$ cat src/rtl/pipe_acc.sv
// pipe_acc: windowed accumulator behind the three-stage arithmetic pipeline.
// It sums every W accepted samples and pushes each window sum into a 2-entry
// result FIFO. The FIFO head is presented on a valid/ready output. Upstream
// cannot stall, so a result that finds the FIFO full is dropped and the
// sticky ovf flag is set.
// Optional feature macro: PIPE_ACC_MAX_EN adds a per-window running maximum.
// That maximum is carried with each FIFO entry and presented on out_max.
module pipe_acc #(
    parameter int N     = 10,
    parameter int W     = 8,
    parameter int ACC_W = N + $clog2(W)
) (
    input  logic             clk,
    input  logic             rst_n,
    input  logic             in_valid,
    input  logic [N-1:0]     in_data,
    input  logic             flush,
    output logic             out_valid,
    input  logic             out_ready,
    output logic [ACC_W-1:0] out_data,
`ifdef PIPE_ACC_MAX_EN
    output logic [N-1:0]     out_max,
`endif
    output logic             ovf
);

    localparam int CW = (W > 1) ? $clog2(W) : 1;
    localparam logic [CW-1:0] CNT_LAST = CW'(W - 1);

    typedef struct packed {
        logic [ACC_W-1:0] sum;
`ifdef PIPE_ACC_MAX_EN
        logic [N-1:0]     mx;
`endif
    } ent_t;

    logic [ACC_W-1:0] acc_q, acc_d;
    logic [CW-1:0]    cnt_q, cnt_d;
    ent_t [1:0]       mem_q, mem_d;
    logic             wptr_q, wptr_d;
    logic             rptr_q, rptr_d;
    logic [1:0]       occ_q, occ_d;
    logic             ovf_q, ovf_d;
`ifdef PIPE_ACC_MAX_EN
    logic [N-1:0]     max_q, max_d;
    logic [N-1:0]     max_nxt;
`endif

    logic             accept, last, push, pop, full, push_ok;
    logic [ACC_W-1:0] sum_nxt;
    ent_t             ent_new;
    ent_t             head;

    // Window accumulation, FIFO push/pop bookkeeping and overflow detection.
    always_comb begin
        acc_d   = acc_q;
        cnt_d   = cnt_q;
        mem_d   = mem_q;
        wptr_d  = wptr_q;
        rptr_d  = rptr_q;
        occ_d   = occ_q;
        ovf_d   = ovf_q;
        ent_new = '0;

        accept  = in_valid & ~flush;
        last    = (cnt_q == CNT_LAST);
        sum_nxt = acc_q + ACC_W'(in_data);
        push    = accept & last;
        pop     = (occ_q != 2'd0) & out_ready;
        full    = (occ_q == 2'd2);
        // A push into a full FIFO survives only if the head leaves this cycle.
        push_ok = push & (~full | pop);

        ent_new.sum = sum_nxt;
`ifdef PIPE_ACC_MAX_EN
        max_d   = max_q;
        max_nxt = (in_data > max_q) ? in_data : max_q;
        ent_new.mx = max_nxt;
`endif

        // Flush wins over a sample presented in the same cycle.
        if (flush) begin
            acc_d = '0;
            cnt_d = '0;
`ifdef PIPE_ACC_MAX_EN
            max_d = '0;
`endif
        end else if (accept) begin
            if (last) begin
                acc_d = '0;
                cnt_d = '0;
`ifdef PIPE_ACC_MAX_EN
                max_d = '0;
`endif
            end else begin
                acc_d = sum_nxt;
                cnt_d = cnt_q + 1'b1;
`ifdef PIPE_ACC_MAX_EN
                max_d = max_nxt;
`endif
            end
        end

        // When full, wptr == rptr, so an accepted push overwrites the
        // entry that is being popped on the same edge.
        if (push_ok) begin
            mem_d[wptr_q] = ent_new;
            wptr_d        = ~wptr_q;
        end
        if (pop)
            rptr_d = ~rptr_q;

        case ({push_ok, pop})
            2'b10:   occ_d = occ_q + 2'd1;
            2'b01:   occ_d = occ_q - 2'd1;
            default: occ_d = occ_q;
        endcase

        if (push & ~push_ok)
            ovf_d = 1'b1;
    end

    // State registers with asynchronous active-low reset.
    always_ff @(posedge clk or negedge rst_n) begin
        if (!rst_n) begin
            acc_q  <= '0;
            cnt_q  <= '0;
            mem_q  <= '0;
            wptr_q <= 1'b0;
            rptr_q <= 1'b0;
            occ_q  <= 2'd0;
            ovf_q  <= 1'b0;
`ifdef PIPE_ACC_MAX_EN
            max_q  <= '0;
`endif
        end else begin
            acc_q  <= acc_d;
            cnt_q  <= cnt_d;
            mem_q  <= mem_d;
            wptr_q <= wptr_d;
            rptr_q <= rptr_d;
            occ_q  <= occ_d;
            ovf_q  <= ovf_d;
`ifdef PIPE_ACC_MAX_EN
            max_q  <= max_d;
`endif
        end
    end

    // Outputs come straight from flops; the head reads as zero when the FIFO is empty.
    always_comb begin
        head      = mem_q[rptr_q];
        out_valid = (occ_q != 2'd0);
        out_data  = out_valid ? head.sum : '0;
`ifdef PIPE_ACC_MAX_EN
        out_max   = out_valid ? head.mx : '0;
`endif
        ovf       = ovf_q;
    end

endmodule

$ cat config.mk
export PLATFORM = sky130hd
export DESIGN_NAME = pipe_acc
export DESIGN_NICKNAME = d
export VERILOG_FILES = /design/src/rtl/pipe_acc.sv
export SDC_FILE = /design/constraint.sdc
export NUM_CORES = 1
export LEC_CHECK = 0
export ABC_CLOCK_PERIOD_IN_PS = 2500
export BUFFER_PORTS_ARGS = -buffer_cell sky130_fd_sc_hd__buf_4
export CAP_MARGIN = 20
export CORE_ASPECT_RATIO = 0.6
export CORE_MARGIN = 2
export CORE_UTILIZATION = 25
export DETAILED_ROUTE_END_ITERATION = 8
export GPL_TIMING_DRIVEN = 0
export PLACE_DENSITY_LB_ADDON = 0.25
export SLEW_MARGIN = 10
export SYNTH_ARGS = -nofsm -noshare
export SYNTH_HDL_FRONTEND = slang
export SYNTH_SLANG_ARGS = --single-unit
$ cat constraint.sdc
create_clock -name clk -period 2.5 [get_ports clk]
set_clock_uncertainty 0.05 [all_clocks]
set_input_delay 0.125 -clock clk [delete_from_list [all_inputs] [get_ports clk]]
set_output_delay 0.125 -clock clk [all_outputs]
set_load 0.03 [all_outputs]
# Word level (Yosys, flattened, before mapping)
# Cells that the tools add are included.
[word_totals] register_bits=47
[op_classes] add_sub_neg=4 n_lt_le_gt_ge=3 eq_ne=4 muxes=13 bitwise_logic=11 reduce_logical=4
[op_table] cell="2-to-1 mux 13 bit" n=7
[op_table] cell="bitwise mux 26 bit" n=1
[op_table] cell="adder 13 x 10 -> 13 bit" n=1
[op_table] cell="demux 13 bit (select 1 bit)" n=1
[op_table] cell="2-to-1 mux 3 bit" n=3
[op_table] cell="nonzero test 2 bit" n=3
[op_table] cell="bitwise AND 1 bit" n=5
[op_table] cell="NOT 1 bit" n=5
[op_table] cell="equality test 2 bit, second input constant" n=2
[op_table] cell="< comparator 1 x 2 -> 1 bit, second input constant" n=2
[op_table] cell="case mux 2 bit (2 select lines)" n=1
[op_table] cell="adder 3 x 1 -> 3 bit, second input constant" n=1
[op_table] cell="equality test 3 bit, second input constant" n=1
[op_table] cell="adder 2 x 1 -> 2 bit, second input constant" n=1
[op_table] cell="equality test 2 x 1 -> 1 bit, second input constant" n=1
[op_table] cell="subtractor 2 x 1 -> 2 bit, second input constant" n=1
[op_table] cell="greater-or-equal comparator 1 bit, second input constant" n=1
[op_table] cell="logical AND 1 bit" n=1
[op_table] cell="bitwise OR 1 bit" n=1

# Depth between registers and ports, before layout
# Gate-level depths: netlist of run 1.
[depth] ltp_word=6 mapped_depth=9

# Worst setup path after synthesis of run 1
# Ideal clock, no wire load.
[synth_timing] kind="flip-flop to flip-flop" start="register acc_q[0]" end="register acc_q[8]" setup_time_ns=0.132 t_arrival_ns=1.774 slack_ns=0.544 stages_incl_launch_ff=10 n_path_buf=0 synth_period_minus_slack_ns=1.956 cell_sequence="dfrtp_1 ha_1 inv_1 fa_1 nor2b_1 o21bai_2 a31oi_1 o41ai_1 a31oi_1 o21ai_0"
[synth_between] elab_chain_cells=4
[synth_lines] element="from (decl)" line="37" text="logic [ACC_W-1:0] acc_q, acc_d;"
[synth_lines] element="from (signal assigned)" line="126" text="acc_q <= '0;"
[synth_lines] element="from (signal assigned)" line="137" text="acc_q <= acc_d;"
[synth_lines] element="adder 13 x 10 -> 13 bit" line="67" text="sum_nxt = acc_q + ACC_W'(in_data);"
[synth_lines] element="2-to-1 mux 13 bit" line="89" text="if (last) begin"
[synth_lines] element="2-to-1 mux 13 bit" line="88" text="end else if (accept) begin"
[synth_lines] element="2-to-1 mux 13 bit" line="82" text="if (flush) begin"
# Every way passes these cells. The select of a mux whose other input is x is not followed.
# A chain may end at the register's enable or synchronous reset.

# Worst setup path after layout of run 1
# Ends and elaborated chain as after synthesis.

==> results of run 1 <==
state kept, by name (all words and copies together), names as in the netlist:
name,flops
ovf,1
cnt_q,3
wptr_q,1
acc_q,13
occ_q,2
rptr_q,1
mem_q,26
synth_stat cells (2+ instances only):
cell type,n
mux2_2,11
xnor2_1,8
o21ai_0,4
mux2i_1,19
a22o_1,6
and2_1,2
clkbuf_1,3
xor2_1,6
ha_1,13
a211o_1,2
a31oi_1,5
a21oi_1,10
buf_2,4
nor2b_1,4
a21oi_2,2
o21ai_1,11
nor2_1,29
inv_1,8
nand2b_1,2
dfrtp_1,47
nand2_2,2
nand2_1,28
metrics by stage:
stage,util [%],hold WS (ps),instance area (µm²),instances,power [W]
6_report,31.3,64.4,3100,417,0.00222
5_1_grt,31.3,80.9,3100,417,0.00237
4_1_cts,31.2,59.2,3100,417,0.00225
3_5_place_dp,29.6,139,2930,409,0.00154
3_3_place_gp,29.6,142,2930,409,0.00153
2_1_floorplan,-,-221,2560,247,0.00134
worst max-delay path by stage:
| stage | endpoint | from | slack (ps) |
|---|---|---|---|
| 2_1_floorplan | acc_q[8] | acc_q[0] | 540 |
| 6_report | acc_q[8] | acc_q[0] | 140 |
| 5_1_grt | acc_q[8] | acc_q[0] | 20 |
| 3_5_place_dp | acc_q[8] | acc_q[0] | 20 |
| 3_3_place_gp | acc_q[8] | acc_q[0] | 100 |
| 4_1_cts | acc_q[8] | acc_q[0] | 90 |
per-layer routing:
| layer | vias up | share of wire [%] | GRT usage (%) |
|---|---|---|---|
| li1 | 925 | - | - |
| met1 | 891 | 58 | 19.0 |
| met2 | 23 | 38 | 15.5 |
| met3 | 8 | 3.4 | 3.54 |
| met4 | 0 | 0.89 | 2.84 |
| met5 | - | 0 | 0 |
worst max-delay path: cells and delay by family (launching register included):
kind | cells | cell delay, ps
and+or+nand+nor | 1 | 200
DFF | 1 | 350
AOI/OAI and AO/OA | 5 | 980
adders and majority gates | 2 | 580
buffers and inverters | 1 | 60
final cells by class:
| type | count | area [µm²] |
|---|---|---|
| tap | 135 | 169 |
| multi-input combinational | 184 | 1330 |
| clock buffer | 6 | 139 |
| clock inverter | 1 | 8.76 |
| sequential | 47 | 1180 |
| fill | 1050 | 6810 |
| buffer | 8 | 38.8 |
| timing repair buffer | 28 | 213 |
| inverter | 8 | 30.0 |
where the power goes:
group	internal, W	switching (W)
combinational	0.000259	0.000399
sequential	0.000821	0.0000521
clock	0.000396	0.000289
logic make-up after synthesis:
group	share of synthesized area [%]
AOI/OAI and AO/OA	12.7
xor gates and xnor gates	4.79
adders and majority gates	7.13
buffers and inverters	2.69
DFF	45.9
muxes	12.3
and+or+nand+nor	14.5
what timing repair did:
item | 4_1_cts | 5_1_grt
gates resized for setup | 1 | 1
hold endpoints to repair | 47 | 0
hold buffers | 1 | 0
setup endpoints to repair | 1 | 2
pin swaps | 0 | 0
==> results.md, run 1 <==
- false — setup repair after global routing missed its margin
- 9910 µm² — placeable core region
- 45.9% — area share of the largest cell type after synthesis
- reg2reg — Setup Crit Path Kind
- register — CP endpoint kind
- 0 — remaining routing DRC violations
- 140 ps — R2R setup slack
- 45.9% — post-synthesis sequential area ratio
- acc_q[8] — Crit Reg-Reg Endpoint
- register — startpoint types
- 2 — instance count along the most critical hold path
- 0 ps — total negative setup slack
- 47 x dfrtp_1, 29 x nor2_1, 28 x buf_4, 28 x nand2_1, 19 x mux2i_1 — top library cells by usage in the layout, fill and taps aside
- ha_1 > inv_1 > fa_1 > nor2b_1 > o21bai_2 > a31oi_2 > o41ai_1 > a31oi_2 > o21ai_0 — chain of cells forming the critical path
- 43 — Netlist cell types
- dfrtp_1 — post-synthesis cell type with the largest combined area
- 5970 µm — Routed WL
- 94 — number of DRC markers after the initial detailed-route iteration
- 14.3 µm — wire per inst
- 94.4% — Final Cycle Share
- 740 ps — Tightest Pin Transition
- 2560 µm² — combined area of all synthesized cells
- 82.4 µm — Die Span Y
- 0 — Final Hold Fails
- 1.53 nW — Pleak
- completed — run status
- acc_q[0] — reg2reg start
- dfrtp_1 — most instantiated flip-flop cell in the synthesis netlist
- a31oi_2 — most frequent cell on the critical path
- 25.8% — starting density of the core
- 0 — antenna violations before repair
- 0.750 — weighted congestion at the end of routability-driven global placement
- 311 — count of nets after finishing
- 47 — number of register bits inferred by synthesis
- 4420 µm — DPL Wire Length
- 0 — remaining global-route overflow
- 27 — port bufs
- 22.7% — fraction of layout cells with a size suffix above 1
- fa_1 — Worst path slowest cell
- 0 — warnings from Yosys
- 714 nW/µm² — Pwr per Cell Area
- in2reg — worst min path class
- 0.424 GHz — highest clock rate
- flush — startpoint of the worst hold path
- 50.5% — Slew headroom
- dfrtp_1 — leading cell type in the layout, fill and taps excluded
- 100% — share of synthesized flip-flops with an asynchronous set or reset
- clkbuf_16 — Root Buffer
- 3 — critical-path maximum fanout
- 47 — CTS Sinks
- 2360 ps — min cycle time layout
- 2 — number of buffers between clock root and the deepest sink
- 12.1% — GRT Total Usage
- 10.4 µm² — Mapped Avg Cell Area
- acc_q[0] — Min-Delay Endpoint
- 290 ps — clock insertion delay at the later pin of the skew report
- 4 — 1st-pass router iterations
- 11100 µm² — die outline area
- 0 — count of flip-flops with a built-in enable after synthesis
- 0 — number of setup buffers added after CTS
- 60 ps — clock input transition at the sequential cells of the worst setup and hold paths
- 0 — number of antenna diodes
- 10000 µm — global-route wire length before repair
- 4.43 — via-per-instance ratio
- 140 ps — final critical-path setup slack
- 30 — num ports
- 0 — max-capacitance violation count
- 28 — total number of placement rows
- 48 — largest net degree at the start of global routing
- 0 — number of failing setup endpoints in the final timing report
- 0.000270 V — worst-case vdd ir drop
- 2 — H-tree lvl count
- 22.0 ps — worst setup timing slack at the placement stage
- 390 ps — CP peak stage delay
- 1847 — total via count in the routed design
- yes — TritonCTS clock tree
- 2610 ps — required time of the critical path
- 1819 — vias in the first global route
- 276 — total nets after synthesis
- dfrtp_1 46%, mux2i_1 7.4%, ha_1 6.4% — synth top area cells
- 135 µm — Die X
- 9 — worst-case reg-to-reg path depth
- 0 — remaining number of nets flagged by the antenna check after routing
- 5 — number of buffers added by the clock tree synthesis step
- 2470 ps — arrival time of data at the critical path endpoint
- 0 — max-slew violation count
- 21.2% — Syn-to-layout area delta
- 247 — Post-Synthesis Cells
(Power assumes the default switching activity.)
==> inputs of run 2 (changes only) <==
--- a/config.mk
+++ b/config.mk
@@ -9,11 +9,11 @@
 export BUFFER_PORTS_ARGS = -buffer_cell sky130_fd_sc_hd__buf_4
 export CAP_MARGIN = 20
 export CORE_ASPECT_RATIO = 0.6
-export CORE_MARGIN = 2
 export CORE_UTILIZATION = 25
 export DETAILED_ROUTE_END_ITERATION = 8
 export GPL_TIMING_DRIVEN = 0
 export PLACE_DENSITY_LB_ADDON = 0.25
+export RECOVER_POWER = 100
 export SLEW_MARGIN = 10
 export SYNTH_ARGS = -nofsm -noshare
 export SYNTH_HDL_FRONTEND = slang
==> run 2 against run 1 <==
Global-route usage increased by 0.14 points. Clock-buffer cell count unchanged. Maximum frequency is 0.26% higher. Die area is 3.9% lower. Via count shrank 0.22%. Clock power increased by 18%. Worst setup slack better by 6.0 ps. Register-to-register slack about the same. Sequential power is essentially flat. First-iteration DRC count shrank 24%. Routed wire length rose by 2.8%. Largest cell class unchanged.
==> results.md, run 2 (synthesis gave the netlist of run 1 again) <==
- completed — run status, unchanged
- 17.4% — Slew headroom, was 50.5%
- 30 — num ports, unchanged
- 0 — number of failing setup endpoints in the final timing report, unchanged
- false — setup repair after global routing missed its margin, unchanged
- 70 ps — clock input transition at the sequential cells of the worst setup and hold paths, was 60 ps
- 37.4% — share of total power in sequential cells, was 39.4%
- 0 — antenna violations before repair, unchanged
- 3.22% — routing usage on met3, was 3.54%
- clkbuf_16 — Root Buffer, unchanged
- reg2reg — Setup Crit Path Kind, unchanged
- 18.5% — met1 Track Usage GR, was 19.0%
- 14.7 µm — wire per inst, was 14.3 µm
- 400 ps — CP peak stage delay, was 390 ps
- 0.00157 W — design internal power, was 0.00148 W
- 0 — number of setup buffers added after CTS, unchanged
- 14.3 ps — worst setup timing slack at the placement stage, was 22.0 ps
- 0 — number of antenna diodes, unchanged
- 0.425 GHz — highest clock rate, was 0.424 GHz
- acc_q[0] — Min-Delay Endpoint, unchanged
- 48 — largest net degree at the start of global routing, unchanged
- 30.9% — utilization after layout, was 31.3%
- 94.2% — Final Cycle Share, was 94.4%
- 15.5% — fraction of layout cells with a size suffix above 1, was 22.7%
- register — CP endpoint kind, unchanged
- 290 ps — clock insertion delay at the later pin of the skew report, about the same
- dfrtp_1 — leading cell type in the layout, fill and taps excluded, unchanged
- 0 — Final Hold Fails, unchanged
- 27 — port bufs, unchanged
- 150 ps — R2R setup slack, was 140 ps
- 4470 µm — DPL Wire Length, was 4420 µm
- 1815 — vias in the first global route, was 1819
- acc_q[0] — reg2reg start, unchanged
- 34.7% — clock share of power, was 30.9%
- 2 — number of buffers between clock root and the deepest sink, unchanged
- acc_q[8] — Crit Reg-Reg Endpoint, unchanged
- a31oi_2 — most frequent cell on the critical path, unchanged
- 27.9% — power share of the combinational group, was 29.7%
- 25.8% — starting density of the core, unchanged
- 6140 µm — Routed WL, was 5970 µm
- 2350 ps — min cycle time layout, was 2360 ps
- 12.2% — GRT Total Usage, was 12.1%
- flush — startpoint of the worst hold path, unchanged
- 1240 ps — Tightest Pin Transition, was 740 ps
- 0 — remaining routing DRC violations, unchanged
- 10700 µm² — die outline area, was 11100 µm²
- 9910 µm² — placeable core region, unchanged
- 4.41 — via-per-instance ratio, was 4.43
- yes — TritonCTS clock tree, unchanged
- 32.5% — fraction of power spent switching nets, was 33.4%
- 311 — count of nets after finishing, unchanged
- 133 µm — Die X, was 135 µm
- 1.48 nW — Pleak, was 1.53 nW
- 0.000305 V — worst-case vdd ir drop, was 0.000270 V
- 47 x dfrtp_1, 30 x nor2_1, 30 x nand2_1, 19 x clkbuf_1, 19 x mux2i_1 — top library cells by usage in the layout, fill and taps aside, was 47 x dfrtp_1, 29 x nor2_1, 28 x buf_4, 28 x nand2_1, 19 x mux2i_1
- 2470 ps — arrival time of data at the critical path endpoint, about the same
- mem_q (26), acc_q (13), cnt_q (3) — largest registers, unchanged
- 4 — 1st-pass router iterations, unchanged
- 146 ps — final critical-path setup slack, was 140 ps
- 2610 ps — required time of the critical path, about the same
- 0.717 — weighted congestion at the end of routability-driven global placement, was 0.750
- 0.000759 W — NetSw, was 0.000739 W
- 2 — instance count along the most critical hold path, unchanged
- register — startpoint types, unchanged
- 16.6% — met2 Use GR, was 15.5%
- 5 — number of buffers added by the clock tree synthesis step, unchanged
- 26 — Largest register FFs, unchanged
- 762 nW/µm² — Pwr per Cell Area, was 714 nW/µm²
- mem_q — largest register by flop count, unchanged
- 19.5% — Syn-to-layout area delta, was 21.2%
- fa_1 — Worst path slowest cell, unchanged
- acc_q[0] — source of the critical timing path, unchanged
- in2reg — worst min path class, unchanged
- 9 — worst-case reg-to-reg path depth, unchanged
- 9800 µm — global-route wire length before repair, was 10000 µm
- 0 — remaining global-route overflow, unchanged
- 1 — crit path buf inv count, unchanged
- 0 — max-slew violation count, unchanged
- 0 — remaining number of nets flagged by the antenna check after routing, unchanged
- met1 — most congested layer reported by global routing, unchanged
- 0 — max-capacitance violation count, unchanged
- 28 — total number of placement rows, unchanged
- 3 — critical-path maximum fanout, unchanged
- 1843 — total via count in the routed design, was 1847
- 80.4 µm — Die Span Y, was 82.4 µm
- 71 — number of DRC markers after the initial detailed-route iteration, was 94
- 2 — H-tree lvl count, unchanged
- 47 — CTS Sinks, unchanged
- ha_1 > inv_1 > fa_1 > nor2b_1 > o21bai_2 > a31oi_2 > o41ai_1 > a31oi_2 > o21ai_0 — chain of cells forming the critical path, unchanged
- compound AO/OA/AOI/OAI gates — delay-heaviest family, CP, unchanged
- 0 ps — total negative setup slack, unchanged
[run 2: cell type report]
type	instances	area, µm²
Tap cell	135	169
Clock inverter	2	38.8
Sequential cell	47	1180
Multi-Input combinational cell	184	1320
Inverter	8	30.0
Clock buffer	6	139
Fill cell	1062	6850
Timing Repair Buffer	28	154
Buffer	8	37.5
[run 2: through the flow]
stage               hold WS (ps)  power (W)  instances  area [µm²]
CTS                         68.0    0.00237        418        3120
detailed placement           139    0.00155        409        2930
global placement             140    0.00153        409        2930
floorplan                   -221    0.00134        247        2560
global route                90.8    0.00245        418        3060
finish                      70.1    0.00233        418        3060
[run 2: worst max-delay path by stage]
stage | slack (ps) | depth (start not counted) | endpoint
6_report | 150 | 9 | acc_q[8]
5_1_grt | 20 | 9 | acc_q[8]
4_1_cts | 2 | 9 | acc_q[8]
3_5_place_dp | 10 | 9 | acc_q[8]
3_3_place_gp | 100 | 9 | acc_q[8]
2_1_floorplan | 540 | 9 | acc_q[8]
[run 2: power groups by stage]
stage          clock [W]  combinational [W]  sequential (W)
4_1_cts         0.000832           0.000666        0.000872
3_5_place_dp           0           0.000660        0.000886
5_1_grt         0.000854           0.000716        0.000881
2_1_floorplan          0           0.000466        0.000876
3_3_place_gp           0           0.000647        0.000884
6_report        0.000809           0.000651        0.000872
[run 2: routing by layer]
| metal | share of wire (%) | vias to the layer above | routed length, µm |
|---|---|---|---|
| li1 | - | 923 | - |
| met1 | 55 | 875 | 3400 |
| met2 | 38 | 37 | 2330 |
| met3 | 5.6 | 8 | 341 |
| met4 | 0.96 | 0 | 59 |
| met5 | 0 | - | 0 |
[run 2: timing repair]
| action | CTS | global route |
|---|---|---|
| setup endpoints to repair | 0 | 3 |
| hold endpoints to repair | 47 | 0 |
| hold buffers | 1 | 0 |
| resized for setup | 0 | 2 |
==> inputs of run 3 (changes only) <==
--- a/config.mk
+++ b/config.mk
@@ -8,7 +8,7 @@
 export ABC_CLOCK_PERIOD_IN_PS = 2500
 export BUFFER_PORTS_ARGS = -buffer_cell sky130_fd_sc_hd__buf_4
 export CAP_MARGIN = 20
-export CORE_ASPECT_RATIO = 0.6
+export CORE_ASPECT_RATIO = 1.25
 export CORE_UTILIZATION = 25
 export DETAILED_ROUTE_END_ITERATION = 8
 export GPL_TIMING_DRIVEN = 0
==> run 3 against run 2 <==
Global-route usage fell by 1.2 points. Sequential share of layout area is 0.57 points higher. Die area hardly changed. Clock-buffer cell count unchanged. Sequential cell count did not move. Sequential power hardly changed. Largest power group unchanged.
==> results.md, run 3 (synthesis gave the netlist of run 1 again) <==
- completed — run status, unchanged
- 0 — remaining routing DRC violations, unchanged
- 1048 — fill cell instance count of the final layout, was 1062
- 11.0% — GRT Total Usage, was 12.2%
- 0 — antenna violations before repair, unchanged
- 68 — number of DRC markers after the initial detailed-route iteration, was 71
- 5470 µm — Routed WL, was 6140 µm
- 2410 ps — arrival time of data at the critical path endpoint, was 2470 ps
- fa_1 — Worst path slowest cell, unchanged
- ha_1 > inv_1 > fa_1 > nor2b_1 > o21bai_2 > a31oi_1 > o41ai_1 > a31oi_1 > buf_4 > o21ai_0 — chain of cells forming the critical path, was ha_1 > inv_1 > fa_1 > nor2b_1 > o21bai_2 > a31oi_2 > o41ai_1 > a31oi_2 > o21ai_0
- 40 — total number of placement rows, was 28
- clkbuf_16 — Root Buffer, unchanged
- 83.8 ps — final hold slack, was 70.1 ps
- 26.2% — starting density of the core, was 25.8%
- 2610 ps — required time of the critical path, about the same
- 30 — num ports, unchanged
- 47 x dfrtp_1, 30 x nor2_1, 30 x nand2_1, 19 x mux2i_1 — top library cells by usage in the layout, fill and taps aside, was 47 x dfrtp_1, 30 x nor2_1, 30 x nand2_1, 19 x clkbuf_1, 19 x mux2i_1
- mem_q[21] — Crit Reg-Reg Endpoint, was acc_q[8]
- a31oi_1 — most frequent cell on the critical path, was a31oi_2
- 1180 µm² — total area of sequential cells, unchanged
- 9760 µm² — placeable core region, was 9910 µm²
- mem_q (26), acc_q (13), cnt_q (3) — largest registers, unchanged
- 1796 — total via count in the routed design, was 1843
- 0 — number of antenna diodes, unchanged
- 26 — Largest register FFs, unchanged
- 17.8% — Syn-to-layout area delta, was 19.5%
- 711 nW/µm² — Pwr per Cell Area, was 762 nW/µm²
- 30.9% — utilization after layout, about the same
- register — startpoint types, unchanged
- flush — startpoint of the worst hold path, unchanged
- 92.5 µm — Die X, was 133 µm
- yes — TritonCTS clock tree, unchanged
- 400 — count of placed standard cells including taps, was 409
- 210 ps — R2R setup slack, was 150 ps
- 13.4 µm — wire per inst, was 14.7 µm
- 0 — max-slew violation count, unchanged
- reg2reg — Setup Crit Path Kind, unchanged
- 48 — largest net degree at the start of global routing, unchanged
- 4090 µm — DPL Wire Length, was 4470 µm
- 10 — worst-case reg-to-reg path depth, was 9
- 0 — remaining global-route overflow, unchanged
- 0.746 — weighted congestion at the end of routability-driven global placement, was 0.717
- 410 ps — CP peak stage delay, was 400 ps
- 8980 µm — global-route wire length before repair, was 9800 µm
- 0 — Final Hold Fails, unchanged
- 2 — H-tree lvl count, unchanged
- 18.7% — Slew headroom, was 17.4%
- 1.50 nW — Pleak, was 1.48 nW
- 1300 µm² — area of the multi-input gates, was 1320 µm²
- register — CP endpoint kind, unchanged
- 0 — number of failing setup endpoints in the final timing report, unchanged
- 409 — count of placed standard cells in the final layout, fillers left out, was 418
- 2290 ps — min cycle time layout, was 2350 ps
- 0 — max-capacitance violation count, unchanged
- 10700 µm² — die outline area, about the same
- 17.3% — fraction of layout cells with a size suffix above 1, was 15.5%
- 4.39 — via-per-instance ratio, was 4.41
- 0 ps — total negative setup slack, unchanged
- in2reg — worst min path class, unchanged
- 4 — 1st-pass router iterations, unchanged
- 0.436 GHz — highest clock rate, was 0.425 GHz
- 3 — critical-path maximum fanout, unchanged
- acc_q[0] — reg2reg start, unchanged
- 0.000264 V — worst-case vdd ir drop, was 0.000305 V
- 2 — number of buffers between clock root and the deepest sink, unchanged
- 47 — CTS Sinks, unchanged
- 115 µm — Die Span Y, was 80.4 µm
- 2 — instance count along the most critical hold path, unchanged
- 91.7% — Final Cycle Share, was 94.2%
- cnt_q[0] — Min-Delay Endpoint, was acc_q[0]
- 1750 — vias in the first global route, was 1815
- 280 ps — clock insertion delay at the later pin of the skew report, was 290 ps
- 60 ps — clock input transition at the sequential cells of the worst setup and hold paths, was 70 ps
- 27 — port bufs, unchanged
- 0 — remaining number of nets flagged by the antenna check after routing, unchanged
- 0 — post-cts gate resize count, unchanged
- 1220 ps — Tightest Pin Transition, was 1240 ps
- mem_q — largest register by flop count, unchanged
- false — setup repair after global routing missed its margin, unchanged
- 312 — count of nets after finishing, was 311
- 5 — number of buffers added by the clock tree synthesis step, unchanged
- dfrtp_1 — leading cell type in the layout, fill and taps excluded, unchanged
-- run 3: changes by cell type in the layout (fill, tap and decap cells not counted), sizes merged --
cell / previous run / this run
bufinv: 1 / 0
clkbuf: 27 / 28
inv: 9 / 8
clkinv: 0 / 1
-- run 3: how the worst max path moves through the flow --
stage                            to     start  slack [ps]  cells after the start
after detailed placement   acc_q[8]  acc_q[0]          70                      9
final                     mem_q[21]  acc_q[0]         210                     10
after global placement     acc_q[8]  acc_q[0]         100                      9
after global routing       acc_q[8]  acc_q[0]          50                     10
after CTS                  acc_q[8]  acc_q[0]          60                      9
after floorplan            acc_q[8]  acc_q[0]         540                      9
-- run 3: area by class of cell --
cell class	count	area share [%]
plain buffers	8	1.20
inverters	8	0.995
clock inverters	1	0.166
well taps	126	5.23
clock buffers	6	4.60
flip-flops and latches	47	39.0
repair buffers	29	5.72
multi-input cells	184	43.1
-- run 3: what timing repair did --
item,CTS,global route
buffers inserted,0,1
hold endpoints to repair,47,0
hold buffers,1,0
setup endpoints to repair,0,3
-- run 3: critical path: cells and delay by family, from the launching register on --
| kind | cells | cell delay [ps] |
|---|---|---|
| AOI/OAI and AO/OA | 5 | 750 |
| adders and majority gates | 2 | 570 |
| DFF | 1 | 350 |
| and+or+nand+nor | 1 | 250 |
| buffers and inverters | 2 | 200 |
-- run 3: power breakdown --
| group | total (W) | internal (W) | switching [W] |
|---|---|---|---|
| clock | 0.000660 | 0.000390 | 0.000270 |
| combinational | 0.000613 | 0.000249 | 0.000364 |
| sequential | 0.000872 | 0.000821 | 0.0000508 |
| total | 0.00215 | 0.00146 | 0.000684 |
-- run 3: per-stage QoR --
stage	total power (W)	cell area (µm²)	worst slack [ps]
finish	0.00215	3020	207
global route	0.00229	3020	51.9
CTS	0.00219	3080	55.8
detailed placement	0.00151	2920	74.6
global placement	0.00151	2920	101
floorplan	0.00134	2560	544
-- run 3: per-layer routing --
metal	global-route usage, %	vias to the layer above	share of wire [%]
met5	0	-	0
met4	4.38	0	1.8
li1	-	926	-
met3	2.25	6	3.0
met1	14.1	838	47
met2	18.3	26	48
